File: src/rtl/ula_agu_pipe.sv
// rtl/ula_agu_pipe.sv - two-stage pipelined register-op / address-generation adder
// Optional {N,Z,C,V} flag outputs are built only when ULA_FLAGS_EN is defined.
module ula_agu_pipe #(
  parameter int WIDTH    = 64,
  parameter int OFFSET_W = 5
) (
  input  logic                clk,
  input  logic                rst_n,
  input  logic                in_valid,
  output logic                in_ready,
  input  logic [WIDTH-1:0]    dinA,
  input  logic [WIDTH-1:0]    dinB,
  input  logic [OFFSET_W-1:0] OFFSET,
  input  logic                OP_MEM,
  input  logic                ADD_SUB,
  output logic                out_valid,
  input  logic                out_ready,
  output logic [WIDTH-1:0]    dout
`ifdef ULA_FLAGS_EN
  ,
  output logic [3:0]          flags
`endif
);

  logic             r_s1_valid;
  logic [WIDTH-1:0] r_op0;
  logic [WIDTH-1:0] r_op1;
  logic             r_sub;
  logic             r_out_valid;
  logic [WIDTH-1:0] r_dout;

  logic             w_s2_adv;
  logic             w_in_ready;
  logic [WIDTH-1:0] w_sext;
  logic [WIDTH-1:0] w_op1_eff;
  logic [WIDTH-1:0] w_sum;
  logic             w_carry;

  assign w_sext     = {{(WIDTH-OFFSET_W){OFFSET[OFFSET_W-1]}}, OFFSET};
  assign w_s2_adv   = !r_out_valid || out_ready;
  assign w_in_ready = !r_s1_valid || w_s2_adv;

  // Subtract folds into the same adder: op0 + ~op1 + 1, so carry-out doubles as "no borrow".
  assign w_op1_eff          = r_sub ? ~r_op1 : r_op1;
  assign {w_carry, w_sum}   = {1'b0, r_op0} + {1'b0, w_op1_eff} + {{WIDTH{1'b0}}, r_sub};

  always_ff @(posedge clk or negedge rst_n) begin
    if (!rst_n) begin
      r_s1_valid <= 1'b0;
      r_op0      <= '0;
      r_op1      <= '0;
      r_sub      <= 1'b0;
    end else if (w_in_ready) begin
      r_s1_valid <= in_valid;
      if (in_valid) begin
        r_op0 <= OP_MEM ? dinB : dinA;
        r_op1 <= OP_MEM ? w_sext : dinB;
        r_sub <= ADD_SUB;
      end
    end
  end

  // A bubble from s1 drops out_valid but leaves dout untouched.
  always_ff @(posedge clk or negedge rst_n) begin
    if (!rst_n) begin
      r_out_valid <= 1'b0;
      r_dout      <= '0;
    end else if (w_s2_adv) begin
      r_out_valid <= r_s1_valid;
      if (r_s1_valid) begin
        r_dout <= w_sum;
      end
    end
  end

`ifdef ULA_FLAGS_EN
  logic [3:0] r_flags;
  logic [3:0] w_flags;

  assign w_flags = {w_sum[WIDTH-1],
                    (w_sum == '0),
                    w_carry,
                    (r_op0[WIDTH-1] == w_op1_eff[WIDTH-1]) && (w_sum[WIDTH-1] != r_op0[WIDTH-1])};

  always_ff @(posedge clk or negedge rst_n) begin
    if (!rst_n) begin
      r_flags <= 4'b0;
    end else if (w_s2_adv && r_s1_valid) begin
      r_flags <= w_flags;
    end
  end

  assign flags = r_flags;
`endif

  assign in_ready  = w_in_ready;
  assign out_valid = r_out_valid;
  assign dout      = r_dout;

endmodule

File: config.mk
export PLATFORM = sky130hd
export DESIGN_NAME = ula_agu_pipe
export DESIGN_NICKNAME = d
export VERILOG_FILES = /design/src/rtl/ula_agu_pipe.sv
export SDC_FILE = /design/constraint.sdc
export NUM_CORES = 1
export LEC_CHECK = 0
export CAP_MARGIN = 40
export CORE_AREA = 3 3 161 163
export CTS_CLUSTER_DIAMETER = 80
export DETAILED_ROUTE_END_ITERATION = 8
export DIE_AREA = 0 0 164 166
export PLACE_DENSITY = 0.83
export SETUP_SLACK_MARGIN = 0.15
export SLEW_MARGIN = 20
export SYNTH_ARGS = -nofsm -noshare
export SYNTH_HDL_FRONTEND = slang
export SYNTH_SLANG_ARGS = --single-unit
export TNS_END_PERCENT = 5
File: constraint.sdc
create_clock -name clk -period 4.5 [get_ports clk]
set_input_delay 1.35 -clock clk [delete_from_list [all_inputs] [get_ports clk]]
set_output_delay 1.35 -clock clk [all_outputs]
set_load 0.02 [all_outputs]
==> flow_metrics.env <==
export IMPL_status="finished clean"
export IMPL_synthTopCellsByArea="dfrtp_1 40%, o21ai_0 8.5%, nand2_1 7.6%"
export IMPL_vias=10903
export IMPL_ys_ff_latch=195
export IMPL_grt_antenna_before_repair=0
export IMPL_power_mw=8.29
export IMPL_fin_nets=1773
export IMPL_setup_tns_ps=0
export IMPL_finalInstanceArea_um2=15200
export IMPL_maxSlewHeadroom_pct=47.3
export IMPL_synth_avg_cell_area_um2=8.67
export IMPL_post_cts_buffers=0
export IMPL_rsz0062_at_grt="no"
export IMPL_area_delta_synth_final_pct=23.3
export IMPL_grt_pass1_wl_um=54700
export IMPL_cts_sinks=195
export IMPL_reg2regPathDepth=11
export IMPL_root_buffer="clkbuf_16"
export IMPL_drcViolationCount=0
export IMPL_yosysWarnings=0
export IMPL_dieHeight_um=166
export IMPL_fmax_ghz=0.249
export IMPL_fin_crit_sh_pct=89.2
export IMPL_num_antenna_cells=0
export IMPL_r2r_end="dout[34]"
export IMPL_critPathTopFamily="buffers and inverters"
export IMPL_cts_resized=0
export IMPL_synth_edf_count=0
export IMPL_ys_seq_area_share_pct=39.7
export IMPL_cp_cell_sequence="clkdlybuf4s50_1 -> nand3b_1 -> clkdlybuf4s50_1"
export IMPL_drive_gt1_share_pct=4.56
export IMPL_pin_count=205
export IMPL_clock_skew_ps=11.8
export IMPL_cp_max_fo=3
export IMPL_fin_crit_ps=4010
export IMPL_grt_pass1_vias=10711
export IMPL_post_route_util_pct=62.1
export IMPL_grt_overflow_total=0
export IMPL_critPathMostFrequentCell="clkdlybuf4s50_1"
export IMPL_synth_area_um2=12300
export IMPL_power_density_nw_per_um2=546
export IMPL_setup_violations=0
export IMPL_cts_buffer_depth=2
export IMPL_hold_slack_ps=480
export IMPL_cp_num_buf_inv=2
export IMPL_grt_start_max_net_pins=83
export IMPL_cp_slowest_cell="clkdlybuf4s50_1"
export IMPL_rrSetupSlack_ps=520
export IMPL_track_usage_pct=24.8
export IMPL_worst_slew_pin_slew_ps=791
export IMPL_synth_nets=1627
export IMPL_rows=57
export IMPL_use_met3_pct=3.29
export IMPL_cp_start_kind="input pin"
export IMPL_htree_levels=4
export IMPL_hold_path_class="reg -> reg"
export IMPL_cts_tree="done"
export IMPL_maxSlewViolCount=0
export IMPL_worst_setup_path_end_kind="output port"
export IMPL_yosysTopAreaCellShare_pct=39.7
export IMPL_cp_required_ps=3150
export IMPL_dpl_hpwl_um=25700
export IMPL_synth_common_cells="250 x nand2_1, 210 x o21ai_0, 195 x dfrtp_1"
export IMPL_synth_ff_type="dfrtp_1"
export IMPL_seqCellArea_um2=4880
export IMPL_ir_worst_vdd_uv=258
export IMPL_fillers=2081
export IMPL_drt_pass1_iter_count=5
export IMPL_die_x_um=164
export IMPL_cts_reportedPaths_clkPinSlew_ps=80
export IMPL_portBuffers=204
export IMPL_grt_busiest_layer="met2"
export IMPL_r2r_start="r_sub"
export IMPL_wire_per_inst_um=17.8
export IMPL_drt_iter0_drc=863
export IMPL_power_leakage_nw=6.70
export IMPL_crit_end="in_ready"
export IMPL_yosys_cell_count_top_type="nand2_1"
export IMPL_place_congestion=1.00
export IMPL_initial_core_util_pct=50.3
export IMPL_slowest_delay_ps=650
export IMPL_antenna_left=0
export IMPL_routed_via_density=5.73
export IMPL_postRouteWirelength_um=33900
export IMPL_cts_buffers=17
export IMPL_met1_usage_pct=34.4
export IMPL_worstPathArrival_ps=2660
export IMPL_core_um2=24500
export IMPL_cp_depth=3
export IMPL_postCtsHoldBufs=0
export IMPL_multi_input_area_um2=7030
export IMPL_timing_worst_setup_path_type="in -> out"
export IMPL_cap_violations=0
export IMPL_clkLatencyLatePin_ps=430
export IMPL_placed_area_um2=14600
export IMPL_min_from="dout[52]"
export IMPL_global_route_usage_met2_pct=40.3
export IMPL_yosysUniqueCellTypes=64
export IMPL_hold_viol=0
export IMPL_synth_largest_area_cell="dfrtp_1"
export IMPL_die_area_um2=27200
export IMPL_syn_inst=1419
export IMPL_synthArstFlopShare_pct=100
export IMPL_startpoint="out_ready"
[where the power goes]
| part | internal, mW | switching [mW] |
|---|---|---|
| registers | 2.21 | 0.352 |
| clock network | 0.743 | 0.739 |
| logic | 1.80 | 2.45 |
| total | 4.74 | 3.55 |
[worst min-delay path by stage]
stage,end,slack (ps),depth (start not counted)
floorplan,r_op0[10],460,2
global placement,dout[27],450,2
detailed placement,dout[27],460,2
CTS,dout[27],490,2
global route,dout[52],500,2
finish,dout[52],480,2
[layer usage]
metal / up-vias / part of all wire [%]
li1: 5303 / -
met1: 5153 / 43
met2: 375 / 48
met3: 72 / 5.7
met4: 0 / 2.9
met5: - / 0
[metrics by stage]
stage,cells,setup WS (ps)
after CTS,1902,485
after detailed placement,1870,490
after floorplan,1419,963
final,1902,486
after global routing,1902,332
after global placement,1869,515
[cells in the final DEF, fill, tap and decap left out, types with 28 or more instances in the layout]
cell	n
nand2_1	248
o21ai_0	210
clkdlybuf4s50_1	202
dfrtp_1	194
a21oi_1	134
xor2_1	82
mux2i_1	69
ha_1	68
nor2_1	35
xnor2_1	35
nand4_1	28
[layout make-up]
class	instances	share of cell area, %
clock buffers	19	2.92
well taps	324	2.67
flip-flops and latches	195	32.2
multi-input cells	1114	46.3
clock inverters	13	0.734
repair buffers	221	14.8
inverters	16	0.396
[cells by family (layout without fill, tap and decap cells)]
| kind of cell | count (synthesis) | after routing | synth area share [%] |
|---|---|---|---|
| AO/OA/AOI/OAI | 475 | 475 | 22.4 |
| XOR/XNOR | 117 | 117 | 8.33 |
| adder cells (fa/ha/maj) | 69 | 69 | 7.08 |
| buffers and inverters | 110 | 269 | 3.35 |
| flip-flops | 195 | 195 | 39.7 |
| multiplexers | 70 | 70 | 5.70 |
| AND/OR/NAND/NOR | 383 | 383 | 13.5 |
[worst reg2reg max path: cells and delay by family (launching register included)]
kind,cells,cell delay [ps]
AOI/OAI and AO/OA,8,2310
DFF,1,820
adders and majority gates,1,390
xor gates and xnor gates,2,320
[flip-flops by register name, summed over array words and instances, names as in the netlist]
name        flops
dout           64
out_valid       1
r_op0          64
r_op1          64
r_s1_valid      1
r_sub           1
Power figures use the tool's default switching activity.
